[src/rtl/row_compositor.sv]
// Row compositor: maps physical display rows to logical text/graphic sources with
// latency-aligned pixel select, frame detection and tear-free scrolling. Optional: ROW_INVERT_EN.
module row_compositor #(
  parameter int                  NUM_ROWS     = 4,
  parameter int                  PIXEL_ADDR_W = 10,
  parameter int                  COL_W        = 4,
  parameter logic [NUM_ROWS-1:0] GFX_ROW_MASK = 4'b1000,
  parameter int                  PIPE_DEPTH   = 1,
  localparam int                 ROW_W        = $clog2(NUM_ROWS)
) (
  input  logic                    clk,
  input  logic                    rst_n,
  input  logic [PIXEL_ADDR_W-1:0] pixel_address,
  input  logic [ROW_W+COL_W-1:0]  char_address,
  input  logic [NUM_ROWS*8-1:0]   char_in,
  input  logic [NUM_ROWS*8-1:0]   gfx_in,
  input  logic [7:0]              text_pixel,
  input  logic                    scroll_req,
  input  logic [ROW_W-1:0]        scroll_amt,
`ifdef ROW_INVERT_EN
  input  logic [NUM_ROWS-1:0]     row_invert,
`endif
  output logic [7:0]              char_out,
  output logic [7:0]              pixel_out,
  output logic                    frame_start,
  output logic                    scroll_busy,
  output logic [ROW_W-1:0]        scroll_offset
);

  typedef enum logic {S_IDLE, S_PEND} state_t;

  state_t           state_q, state_d;
  logic [ROW_W-1:0] off_q, off_d;
  logic [ROW_W-1:0] amt_q, amt_d;
  logic             prev_nz_q, prev_nz_d;
  logic             fs_q, fs_d;
  logic [7:0]       char_q, char_d;
  logic [7:0]       pix_q, pix_d;

  logic             boundary, latch_en, apply_en;
  logic [ROW_W-1:0] prow, drow, crow, cl, pl;
  logic             unused_col;

  assign unused_col = ^char_address[COL_W-1:0];
  assign prow       = pixel_address[PIXEL_ADDR_W-1 -: ROW_W];
  assign crow       = char_address[ROW_W+COL_W-1 -: ROW_W];

  // Previous address reset-treated as nonzero so the first frame counts as a boundary.
  assign boundary  = (pixel_address == '0) && prev_nz_q;
  assign prev_nz_d = |pixel_address;
  assign fs_d      = boundary;

  // Row delay line aligning the physical row with text_pixel/gfx_in arrival.
  generate
    if (PIPE_DEPTH == 0) begin : g_nopipe
      assign drow = prow;
    end else begin : g_pipe
      logic [PIPE_DEPTH-1:0][ROW_W-1:0] row_pipe_q, row_pipe_d;
      always_comb begin
        row_pipe_d[0] = prow;
        for (int i = 1; i < PIPE_DEPTH; i++) row_pipe_d[i] = row_pipe_q[i-1];
      end
      always_ff @(posedge clk or negedge rst_n) begin
        if (!rst_n) row_pipe_q <= '0;
        else        row_pipe_q <= row_pipe_d;
      end
      assign drow = row_pipe_q[PIPE_DEPTH-1];
    end
  endgenerate

  // Scroll FSM: state register
  always_ff @(posedge clk or negedge rst_n) begin
    if (!rst_n) state_q <= S_IDLE;
    else        state_q <= state_d;
  end

  // Scroll FSM: next state. A request on the applying boundary keeps us pending.
  always_comb begin
    state_d = state_q;
    case (state_q)
      S_IDLE:  if (scroll_req) state_d = S_PEND;
      S_PEND:  if (boundary && !scroll_req) state_d = S_IDLE;
      default: state_d = S_IDLE;
    endcase
  end

  // Scroll FSM: outputs. Latching always captures the newest request.
  always_comb begin
    latch_en    = scroll_req;
    apply_en    = (state_q == S_PEND) && boundary;
    scroll_busy = (state_q == S_PEND);
  end

  always_comb begin
    amt_d = latch_en ? scroll_amt : amt_q;
    off_d = apply_en ? amt_q : off_q;
  end

  always_comb begin
    cl     = ROW_W'(crow + off_q);
    char_d = GFX_ROW_MASK[cl] ? 8'h00 : char_in[{cl, 3'b000} +: 8];
  end

  // Rows leaving the delay line use whatever offset is in force at that moment.
  always_comb begin
    pl    = ROW_W'(drow + off_q);
    pix_d = GFX_ROW_MASK[pl] ? gfx_in[{pl, 3'b000} +: 8] : text_pixel;
`ifdef ROW_INVERT_EN
    if (row_invert[drow]) pix_d = pix_d ^ 8'hFF;
`endif
  end

  always_ff @(posedge clk or negedge rst_n) begin
    if (!rst_n) begin
      off_q     <= '0;
      amt_q     <= '0;
      prev_nz_q <= 1'b1;
      fs_q      <= 1'b0;
      char_q    <= 8'h00;
      pix_q     <= 8'h00;
    end else begin
      off_q     <= off_d;
      amt_q     <= amt_d;
      prev_nz_q <= prev_nz_d;
      fs_q      <= fs_d;
      char_q    <= char_d;
      pix_q     <= pix_d;
    end
  end

  assign char_out      = char_q;
  assign pixel_out     = pix_q;
  assign frame_start   = fs_q;
  assign scroll_offset = off_q;

endmodule

[config.mk]
export PLATFORM = sky130hd
export DESIGN_NAME = row_compositor
export DESIGN_NICKNAME = d
export VERILOG_FILES = /design/src/rtl/row_compositor.sv
export SDC_FILE = /design/constraint.sdc
export NUM_CORES = 1
export LEC_CHECK = 0
export ABC_AREA = 0
export CAP_MARGIN = 20
export CORE_ASPECT_RATIO = 2
export CORE_MARGIN = 2
export CORE_UTILIZATION = 28
export CTS_CLUSTER_DIAMETER = 60
export DETAILED_ROUTE_END_ITERATION = 6
export PLACE_DENSITY = 0.86
export SYNTH_ARGS = -nofsm -noshare
export SYNTH_HDL_FRONTEND = slang
export SYNTH_SLANG_ARGS = --single-unit
[constraint.sdc]
create_clock -name clk -period 2.1 [get_ports clk]
set_input_delay 0.42 -clock clk [delete_from_list [all_inputs] [get_ports clk]]
set_output_delay 0.42 -clock clk [all_outputs]
set_load 0.01 [all_outputs]
Word-level counts from Yosys, hierarchy flattened
Index checks and enable logic that the tools add are counted.

storage, ports and cells
  input port bits = 93
  output and inout bits = 20
  bits in registers = 25

cells by class
  order comparisons = 2
  add/subtract/negate cells = 2
  bitwise operators = 1
  shifts and indexed selects = 2
  reductions and logical operators = 6
  mux-type cells = 9

operators with widths
  operator              count
  $shiftx A32 B6 Y8     2
  $mux W8               2
  $logic_not A10 Y1     1
  $reduce_or A10 Y1     1
  $lt A2 B3 Y1 const B  2
  $add A2 B2 Y2         2
  $bmux W1 S2           2
  $mux W1               4
  $logic_and A1 B1 Y1   3
  $pmux W1 S2           1
  $logic_not A1 Y1      1
  $not A1 Y1            1

Longest topological paths before layout
Gate-level depths: netlist of the first run.

  depth in word-level cells = 5
  gate-level depth with buffers = 5
  depth with buffers taken out = 4

Least setup slack after synthesis of the first run
No wires, ideal clock.

  path type = register to register
  start point = reg off_q[0] (netlist: scroll_offset[0])
  end point = reg pix_q[0] (netlist: pixel_out[0])
  required time = 1.975 ns
  arrival = 1.537 ns
  setup slack = 0.438 ns
  path buffers = 0
  library setup time = 0.125 ns
  stages on the path, launching flop included = 5
  cells stage by stage = dfrtp_1 > ha_1 > xor3_1 > nand2_1 > mux2_2

between the ends
  word-level cells in the longest chain between the ends = 4
  elaborated cells between the ends (all ways) = 5
  those cells by class = add/sub: 1; shift: 1; mux: 3

RTL lines
  item                                                       line  text
  start, declared                                            33    logic [ROW_W-1:0] off_q, off_d;
  start signal, assigned                                     115   off_q <= '0;
  start signal, assigned                                     122   off_q <= off_d;
  $add A2 B2 Y2 (*)                                          106   pl = ROW_W'(drow + off_q);
  branches (longest 2 deep; another with $shiftx A32 B6 Y8)  -
  $mux W8 (*)                                                107   pix_d = GFX_ROW_MASK[pl] ? gfx_in[{pl, 3'b000} +: 8] : text_pixel;
  net pix_d[0]                                               38    logic [7:0] pix_q, pix_d;
  end signal, assigned                                       127   pix_q <= pix_d;
  end, declared                                              38

Mark *: on every way through the listed nets, which the timed path passes. The select of a mux whose other input is x is not followed.
A chain may end at the register's enable or synchronous reset.

Worst setup path after layout of the first run
  start point = in pixel_address[1]
  end point = reg off_q[1] (netlist: scroll_offset[1])

between the ends
  word-level cells in the longest chain between the ends = 3

RTL lines
  item                 line  text
  start, declared      13    input logic [PIXEL_ADDR_W-1:0] pixel_address,
  $logic_not A10 Y1    49    assign boundary = (pixel_address == '0) && prev_nz_q;
  $logic_and A1 B1 Y1  49
  $logic_and A1 B1 Y1  90    apply_en = (state_q == S_PEND) && boundary;

Every way passes these cells.

==> results by group, run 1 <==
Synthesis
  • Cell taking the most area after synthesis: dfrtp_1
  • Synth Area in Compound Gates: 0.04444
  • Seq/Total Area, Yosys: 0.5860
  • Post-Synth Simple-Gate Area: 0.08304
  • Post-Syn Area: 1070 µm²
  • Syn Nets: 173
  • Synth Register Bits: 25
  • Netlist cell types: 19
  • Synth top area cells: dfrtp_1 (56%), mux2_2 (13%), mux2i_1 (7.5%)
  • Yosys Warn Count: 0
  • Synth top area share: 0.5614
  • Adder-cell share of the synthesized area: 0.02339
  • Cells after Synth: 78
  • Largest family of logic cells by synthesized area: multiplexers
  • Syn_area_per_cell: about 14 µm²
  • Proportion of synthesized area in mux cells: 0.2012
  • Post-Synth XOR/XNOR Area: 0.04444

Power and ir drop
  • Peak VDD IR: between 0.3 and 0.4 mV
  • Power Density: around 540 nW/µm²
  • Design Power: between 1 and 1.5 mW
  • Leakage: between 0.8 and 0.9 nW

STA
  • Fin. max-slew vios: 0
  • # setup viols final: 0
  • Final worst path period share: 0.8609
  • Final Worst Setup Slack: just under 0.3 ns
  • Setup TNS: 0 ns
  • RSZ-0062 raised after global routing: false
  • Hold slack final: slightly above 0.5 ns
  • Final Hold Vio Count: 0
  • Clock Skew: approximately 0.0044 ns
  • Fmax: about 550 MHz
  • Slew HR: 0.6254
  • Crit path time final: about 1.8 ns
  • Actual slew at the worst max-slew pin: approximately 0.56 ns

Job
  • Maximum Capacitance Violations: 0

Die
  • Row count: 31
  • Core area: roughly 3600 µm²
  • Die Y-Extent: between 90 and 100 µm
  • I/O pins: 113
  • Die footprint: 4361 µm²
  • Die width: 47.71 µm
  • Starting density of the core: 0.2934

Clocking
  • H-tree depth: 1
  • Postcts setup bufs: 0
  • Clk Latency, worst-skew pair: roughly 0.26 ns
  • CTS tree: done
  • CTS Root Cell: clkbuf_8
  • Post-CTS Resized: 0
  • Clock transition at path regs: 0.08 ns
  • CTS Buffer Depth: 2
  • Cts bufs inserted: 3
  • Hold buffer count at CTS: 0
  • CTS sink cnt: 25

Hold path
  • Worst hold-check path type: input port to async pin

Worst setup path
  • CP max FO: 3
  • Max stage delay on crit path: 0.53 ns
  • Worst Path Arrival: approximately 2 ns
  • Worst path slowest cell: nor4_1
  • Crit Path Class: input port to flop
  • CP Data Required Time: around 2.3 ns
  • Endpoint type of the worst setup path: flop
  • CP cell instances: clkdlybuf4s50_1 -> nor4_1 -> nand4_1 -> mux2_2
  • Worst setup SP type: input port

Cells and area
  • Layout overhead on the synthesized area: 80.47%
  • Commonest non-fill, non-tap cell in the layout: clkdlybuf4s50_1
  • Share of layout cells above drive strength 1: 0.1210
  • Multi-input gate area: 424.2 µm²
  • Antenna diodes: 0
  • Nets: 253
  • Most frequent cells in the layout: clkdlybuf4s50_1 (76), dfrtp_1 (24), mux2_2 (12)
  • Fill count: ~330
  • Register Area: about 630 µm²

Drt
  • DR iter-0 viols: 7
  • ANT nets after route: 0
  • DRC: 0
  • Vias after detailed routing: ~930
  • Wirelength per Cell: 13.16 µm
  • Final WL: 2.711 mm
  • Avg Vias per Cell: 4.529
  • TritonRoute pass-1 iters: 4

Global route
  • Vias in the first global route: 957
  • Total grt overflow: 0
  • GRT Overall Usage: 0.1226
  • Global-route wire length before repair: ~3.9 mm
  • Largest net degree at the start of global routing: 26
  • Initial antenna violation count: 0

Placed design
  • Port Buffers: 76
  • Post-place setup slack: slightly below 0.008 ns
  • Routability cong.: approximately 0.76

Run status
  • Outcome: complete, no violations
## registers in the layout, indices dropped and copies added, names as in the netlist
register	cells
amt_q	2
char_out	8
drow	2
frame_start	1
pixel_out	8
prev_nz_q	1
scroll_busy	1
scroll_offset	2
## stage by stage
stage	cells	cell area (µm²)	utilization
after floorplan	78	1070	-
after global placement	202	1884	0.5168
after detailed placement	202	1884	0.5168
after CTS	206	1931	0.5295
after global routing	206	1931	0.5295
final	206	1931	0.5295
## cell type report
| type | instances | share of cell area |
|---|---|---|
| flip-flops and latches | 25 | 0.3247 |
| clock buffers | 3 | 0.02139 |
| well taps | 49 | 0.03176 |
| repair buffers | 77 | 0.3979 |
| clock inverters | 1 | 0.002592 |
| inverters | 1 | 0.001944 |
| multi-input cells | 50 | 0.2197 |
## per-layer routing
| metal | up-vias | wire [µm] | GRT usage |
|---|---|---|---|
| met4 | 0 | 66 | 0.07432 |
| met1 | 437 | 805 | 0.09784 |
| met3 | 4 | 258 | 0.01193 |
| met2 | 54 | 1580 | 0.2389 |
| li1 | 438 | - | - |
| met5 | - | 0 | 0 |
## report_power, final
group          internal [mW]  switching [mW]  leakage, nW
registers              0.513          0.0116        0.300
logic                  0.175          0.0834        0.482
clock network          0.132           0.137       0.0255
## cells in the mapped netlist
library cell and number:
dfrtp_1 24, mux2_2 12, mux2i_1 8, nand3_1 8
o21ai_0 4, o21ai_1 4, and2_1 2, ha_1 2
nand2_1 2, nand4_1 2, nor4_1 2, a21o_1 1
buf_6 1, clkbuf_1 1, dfstp_2 1, inv_1 1
nor2_1 1, xnor3_2 1, xor3_1 1
## cells by family (layout without fill, tap and decap cells)
kind of cell / after synthesis / after routing
fa+ha+maj: 2 / 2
flops: 25 / 25
simple gates: 17 / 17
compound gates: 9 / 9
mux: 20 / 20
buf+inv: 3 / 82
xor+xnor: 2 / 2
## final timing paths
check | from | end | slack [ns] | cells past startpoint
min in group clk | amt_q[0] | amt_q[0] | 0.52 | 1
min reg2reg | amt_q[0] | amt_q[0] | 0.52 | 1
max | pixel_address[1] | scroll_offset[1] | 0.29 | 4
min | rst_n | pixel_out[6] | 0.52 | 2
max in group asynchronous | rst_n | prev_nz_q | 1.30 | 2
max reg2reg | scroll_offset[0] | pixel_out[0] | 0.35 | 4
## critical path: cells and delay by family
| family | cells | cell delay [ns] |
|---|---|---|
| multiplexers | 1 | 0.34 |
| buffers and inverters | 1 | 0.40 |
| AND/OR/NAND/NOR | 2 | 0.80 |
Power figures use the tool's default switching activity.
==> inputs of run 2 (changes only) <==
--- a/config.mk
+++ b/config.mk
@@ -6,13 +6,16 @@
 export NUM_CORES = 1
 export LEC_CHECK = 0
 export ABC_AREA = 0
+export ABC_CLOCK_PERIOD_IN_PS = 2100
 export CAP_MARGIN = 20
 export CORE_ASPECT_RATIO = 2
 export CORE_MARGIN = 2
-export CORE_UTILIZATION = 28
+export CORE_UTILIZATION = 40
 export CTS_CLUSTER_DIAMETER = 60
 export DETAILED_ROUTE_END_ITERATION = 6
-export PLACE_DENSITY = 0.86
+export DONT_BUFFER_PORTS = 1
+export PLACE_DENSITY = 0.61
 export SYNTH_ARGS = -nofsm -noshare
 export SYNTH_HDL_FRONTEND = slang
 export SYNTH_SLANG_ARGS = --single-unit
+export TNS_END_PERCENT = 5
==> results by group, run 2 (same netlist as run 1, synthesis figures left out) <==
Power and ir drop
  • Design Power: 0.8990 mW (-15%)
  • Leakage: 0.5189 nW (-36%)
  • Peak VDD IR: 0.3673 mV (+15%)
  • Power Density: 771.7 nW/µm² (+42%)

Worst setup path
  • CP Data Required Time: 2.25 ns (about the same)
  • Crit path max-delay family: flip-flops
  • WP depth: 4 (unchanged)
  • Crit Path Class: flop to flop
  • FF-to-FF End: pixel_out[0]
  • Reg2reg path depth: 4 (unchanged)
  • CP max FO: 8 (+5)
  • Endpoint type of the worst setup path: flop
  • Max stage delay on crit path: 0.46 ns (-0.07 ns)
  • Worst Path Arrival: 1.96 ns (about the same)
  • Worst Setup SP: scroll_offset[0]
  • Register-to-Register Setup Slack: 0.28 ns (-0.07 ns)
  • CP cell instances: ha_1 -> xor3_1 -> nand2_1 -> mux2_2
  • Origin of the critical flop-to-flop path: scroll_offset[0]
  • Worst setup SP type: flop
  • Critical path destination: pixel_out[0]
  • Worst path slowest cell: dfrtp_1
  • Buffer and inverter count on the worst path: 0 (-1)

Global route
  • Global-route wire length before repair: 3.022 mm (-22%)
  • GRT Overall Usage: 0.1369 (+0.01427)
  • Vias in the first global route: 732 (-24%)
  • Largest net degree at the start of global routing: 26 (unchanged)
  • Initial antenna violation count: 0 (unchanged)
  • Total grt overflow: 0 (unchanged)

Cells and area
  • Share of layout cells above drive strength 1: 0.2195 (+0.09849)
  • Commonest non-fill, non-tap cell in the layout: dfrtp_1
  • Most frequent cells in the layout: dfrtp_1 (24), mux2_2 (12), mux2i_1 (8), nand3_1 (8)
  • Layout overhead on the synthesized area: 8.889%
  • Nets: 178 (-30%)
  • Final Non-Filler Cells: 110 (-47%)
  • Antenna diodes: 0 (unchanged)

Drt
  • Avg Vias per Cell: 5.873 (+30%)
  • Vias after detailed routing: 646 (-31%)
  • DR iter-0 viols: 8 (+1)
  • Wirelength per Cell: 18.15 µm (+38%)
  • ANT nets after route: 0 (unchanged)
  • Final WL: 1.996 mm (-26%)
  • TritonRoute pass-1 iters: 2 (-2)
  • DRC: 0 (unchanged)

STA
  • Crit path time final: 1.816 ns (+0.008521 ns)
  • RSZ-0062 raised after global routing: false
  • Fin. max-slew vios: 0 (unchanged)
  • Clock Skew: 0.001565 ns (-0.002883 ns)
  • Setup TNS: 0 ns (unchanged)
  • Final Hold Vio Count: 0 (unchanged)
  • Hold slack final: 0.1852 ns (-0.3313 ns)
  • # setup viols final: 0 (unchanged)
  • Slew HR: 0.7141 (+0.08871)
  • Fmax: 550.5 MHz (-0.47%)
  • Actual slew at the worst max-slew pin: 0.4250 ns (-0.1318 ns)
  • Final Worst Setup Slack: 0.2836 ns (-0.008521 ns)
  • Final worst path period share: 0.8649 (+0.004058)

Die
  • I/O pins: 113 (unchanged)
  • Row count: 26 (-16%)
  • Die Y-Extent: 77.14 µm (-16%)
  • Die footprint: 3129 µm² (-28%)
  • Die width: 40.57 µm (-15%)
  • Core area: 2537 µm² (-30%)
  • Starting density of the core: 0.4216 (+0.1282)

Placed design
  • Post-place setup slack: 0.2735 ns (+0.2655 ns)
  • Port Buffers: 0 (-100%)
  • Routability cong.: 0.6584 (-13%)
  • Cells after DPL: 104 (-49%)

Clocking
  • Clock transition at path regs: 0.08 ns (about the same)
  • Postcts setup bufs: 0 (unchanged)
  • Clk Latency, worst-skew pair: 0.25 ns (about the same)
  • Cts bufs inserted: 3 (unchanged)
  • CTS sink cnt: 25 (unchanged)
  • CTS Root Cell: clkbuf_8
  • CTS tree: done
  • H-tree depth: 1 (unchanged)
  • CTS Buffer Depth: 2 (unchanged)

Hold path
  • Depth of the worst hold-timing path: 0
  • Worst hold-check path type: input port to flop

Job
  • Maximum Capacitance Violations: 0 (unchanged)

Run status
  • Outcome: complete, no violations
-- run 2: changes by cell type in the layout (fill, tap and decap cells not counted) --
cell / change
buf_4: -1
clkdlybuf4s50_1: -76
dlygate4sd3_1: +1
clkbuf_1: +1
clkinv_2: -1
buf_12: +1
-- run 2: repair_timing --
item / CTS / global route
endpoints found under the setup margin: 0 / 0
hold buffers: 2 / 0
gates resized for setup: 0 / 0
endpoints found under the hold margin: 25 / 0
-- run 2: metal layers --
metal	global-route usage	up-vias	share of wire
met4	0.06000	0	0.013
met3	0.03468	2	0.12
li1	-	288	-
met5	0	-	0
met1	0.1269	302	0.32
met2	0.2476	54	0.55
-- run 2: worst min path at each step --
stage / from / end / slack (ns)
2_1_floorplan: rst_n / amt_q[0] / 0.12
3_3_place_gp: rst_n / pixel_out[7] / 0.12
3_5_place_dp: rst_n / pixel_out[3] / 0.12
4_1_cts: pixel_address[8] / drow[0] / 0.17
5_1_grt: pixel_address[8] / drow[0] / 0.16
6_report: pixel_address[8] / drow[0] / 0.19
-- run 2: final cells by class --
| cell class | count | area [µm²] |
|---|---|---|
| well taps | 28 | 35.03 |
| multi-input cells | 50 | 424.2 |
| repair buffers | 2 | 30.03 |
| clock buffers | 4 | 45.04 |
| flip-flops and latches | 25 | 626.9 |
| fillers | 239 | 1373 |
| inverters | 1 | 3.754 |
-- run 2: power breakdown --
group          internal, mW  total [mW]  switching (mW)
combinational        0.0460      0.0890          0.0430
sequential            0.513       0.541          0.0281
clock                 0.135       0.269           0.134
total                 0.694       0.899           0.205
-- run 2: stage by stage --
step | utilization | cell area (µm²)
after floorplan | - | 1070
after global placement | 0.4295 | 1090
after detailed placement | 0.4295 | 1090
after CTS | 0.4591 | 1165
after global routing | 0.4591 | 1165
final | 0.4591 | 1165
==> inputs of run 3 (changes only) <==
--- a/config.mk
+++ b/config.mk
@@ -8,7 +8,7 @@
 export ABC_AREA = 0
 export ABC_CLOCK_PERIOD_IN_PS = 2100
 export CAP_MARGIN = 20
-export CORE_ASPECT_RATIO = 2
+export CORE_ASPECT_RATIO = 1.4
 export CORE_MARGIN = 2
 export CORE_UTILIZATION = 40
 export CTS_CLUSTER_DIAMETER = 60
==> results by group, run 3 (same netlist as run 1, synthesis figures left out) <==
Run status
  • Outcome: complete, no violations

Drt
  • ANT nets after route: 0 (unchanged)
  • TritonRoute pass-1 iters: 2 (unchanged)
  • Final WL: 1.855 mm (-7.1%)
  • DRC: 0 (unchanged)
  • Wirelength per Cell: 15.72 µm (-13%)
  • Vias after detailed routing: 643 (-0.46%)
  • Avg Vias per Cell: 5.449 (-7.2%)
  • DR iter-0 viols: 4 (-4)

STA
  • Final Hold Vio Count: 0 (unchanged)
  • Actual slew at the worst max-slew pin: 0.4581 ns (+0.03312 ns)
  • # setup viols final: 0 (unchanged)
  • RSZ-0062 raised after global routing: false
  • Fin. max-slew vios: 0 (unchanged)
  • Crit path time final: 1.802 ns (-0.01439 ns)
  • Clock Skew: 0.003193 ns (+0.001627 ns)
  • Fmax: 554.9 MHz (+0.80%)
  • Final worst path period share: 0.8581 (-0.006850)
  • Setup TNS: 0 ns (unchanged)
  • Slew HR: 0.6918 (-0.02229)

Worst setup path
  • Worst setup SP type: flop
  • CP max FO: 8 (unchanged)
  • FF-to-FF End: pixel_out[6]
  • Register-to-Register Setup Slack: 0.30 ns (about the same)
  • Crit path max-delay family: flip-flops
  • Worst Path Arrival: 2.01 ns (+0.05 ns)
  • Max stage delay on crit path: 0.48 ns (+0.02 ns)
  • Buffer and inverter count on the worst path: 0 (unchanged)
  • Crit Path Class: flop to flop
  • Worst Setup SP: scroll_offset[0]
  • CP Data Required Time: 2.31 ns (+0.06 ns)
  • CP cell instances: ha_1 -> xor3_1 -> nand2_1 -> mux2_2
  • Reg2reg path depth: 4 (unchanged)
  • Worst path slowest cell: dfrtp_1
  • Origin of the critical flop-to-flop path: scroll_offset[0]
  • Endpoint type of the worst setup path: flop

Cells and area
  • Antenna diodes: 0 (unchanged)
  • Most frequent cells in the layout: dfrtp_1 (24), mux2_2 (12), mux2i_1 (8), nand3_1 (8)
  • Commonest non-fill, non-tap cell in the layout: dfrtp_1
  • Register Area: 626.9 µm² (unchanged)
  • Share of layout cells above drive strength 1: 0.2195 (unchanged)
  • Layout overhead on the synthesized area: 8.070%
  • Design area: 1156 µm² (-0.75%)
  • Final Non-Filler Cells: 118 (+7.3%)
  • Nets: 178 (unchanged)
  • Fill count: 257 (+7.5%)
  • Multi-input gate area: 424.2 µm² (unchanged)

Global route
  • Initial antenna violation count: 0 (unchanged)
  • Largest net degree at the start of global routing: 26 (unchanged)
  • Vias in the first global route: 664 (-9.3%)
  • Total grt overflow: 0 (unchanged)
  • GRT Overall Usage: 0.1231 (-0.01384)
  • Global-route wire length before repair: 2.677 mm (-11%)

Clocking
  • Postcts setup bufs: 0 (unchanged)
  • Clock transition at path regs: 0.12 ns (+0.04 ns)
  • CTS Root Cell: clkbuf_4
  • Cts bufs inserted: 3 (unchanged)
  • CTS sink cnt: 25 (unchanged)
  • CTS tree: done
  • Clk Latency, worst-skew pair: 0.31 ns (+0.06 ns)
  • CTS Buffer Depth: 2 (unchanged)
  • Post-CTS Resized: 0 (unchanged)
  • H-tree depth: 1 (unchanged)

Power and ir drop
  • Pint: 0.6334 mW (-8.8%)
  • Combinational Power Share: 0.107 (+0.008)
  • Leakage: 0.5111 nW (-1.5%)
  • Clock Power Share: 0.245 (-0.054)
  • Peak VDD IR: 0.2865 mV (-22%)
  • Switching share of power: 0.2416 (+0.01388)
  • Seq pwr share: 0.648 (+0.046)
  • Power Density: 722.4 nW/µm² (-6.4%)
  • Net switching power figure: 0.2018 mW (-1.4%)

Die
  • I/O pins: 113 (unchanged)
  • Die Y-Extent: 65.19 µm (-15%)
  • Starting density of the core: 0.4134 (-0.008155)
  • Core area: 2587 µm² (+2.0%)
  • Die width: 47.71 µm (+18%)
  • Row count: 22 (-15%)
  • Die footprint: 3110 µm² (-0.62%)

Placed design
  • Placed instance area: 1100 µm² (+0.92%)
  • Cells after DPL: 112 (+7.7%)
  • Port Buffers: 0 (unchanged)
  • Routability cong.: 0.7571 (+15%)

Hold path
  • Min-Delay Startpoint: pixel_address[8]
  • Depth of the worst hold-timing path: 0 (unchanged)
  • Min-Delay Endpoint: drow[0]
  • Worst hold-check path type: input port to flop

Job
  • Maximum Capacitance Violations: 0 (unchanged)
-- run 3: cell count changes in the layout (fill, tap and decap cells not counted) --
cell | before | now
clkbuf_8 | 3 | 0
clkbuf_4 | 0 | 3
-- run 3: how the worst max path moves through the flow --
stage          slack [ns]            to  depth (start not counted)
5_1_grt              0.18  pixel_out[4]                          4
3_5_place_dp         0.30  pixel_out[5]                          4
4_1_cts              0.29  pixel_out[5]                          4
3_3_place_gp         0.33  pixel_out[3]                          4
2_1_floorplan        0.44  pixel_out[0]                          4
6_report             0.30  pixel_out[6]                          4
-- run 3: cell type report --
class	count	area share
timing repair buffer	2	0.02597
sequential	25	0.5422
multi-input combinational	50	0.3669
clock buffer	4	0.02273
inverter	1	0.003247
tap	36	0.03896
-- run 3: metrics by stage --
stage / utilization / setup WS [ns] / power (mW) / hold slack, ns
3_3_place_gp: 0.4250 / 0.3288 / 0.6245 / 0.1249
6_report: 0.4468 / 0.2980 / 0.8352 / 0.1230
4_1_cts: 0.4468 / 0.2889 / 0.8483 / 0.1135
3_5_place_dp: 0.4250 / 0.3021 / 0.6278 / 0.1250
5_1_grt: 0.4468 / 0.1791 / 0.8853 / 0.09031
2_1_floorplan: - / 0.4382 / 0.6158 / 0.1244
-- run 3: power by group through the flow --
stage	Combinational (mW)	Clock, mW	Sequential (mW)
after global routing	0.100	0.239	0.546
after floorplan	0.0694	0	0.546
after global placement	0.0729	0	0.552
after detailed placement	0.0766	0	0.551
after CTS	0.0918	0.215	0.542
final	0.0894	0.205	0.541
-- run 3: per-layer routing --
metal / routed length, µm / GRT usage / part of all wire
met1: 646 / 0.1135 / 0.35
met2: 935 / 0.2067 / 0.50
met3: 237 / 0.05769 / 0.13
met4: 37 / 0.07095 / 0.020
met5: 0 / 0 / 0
-- run 3: repair_timing --
action,in CTS,in global routing
setup endpoints to repair,0,0
hold buffers,2,0
hold endpoints to repair,25,0
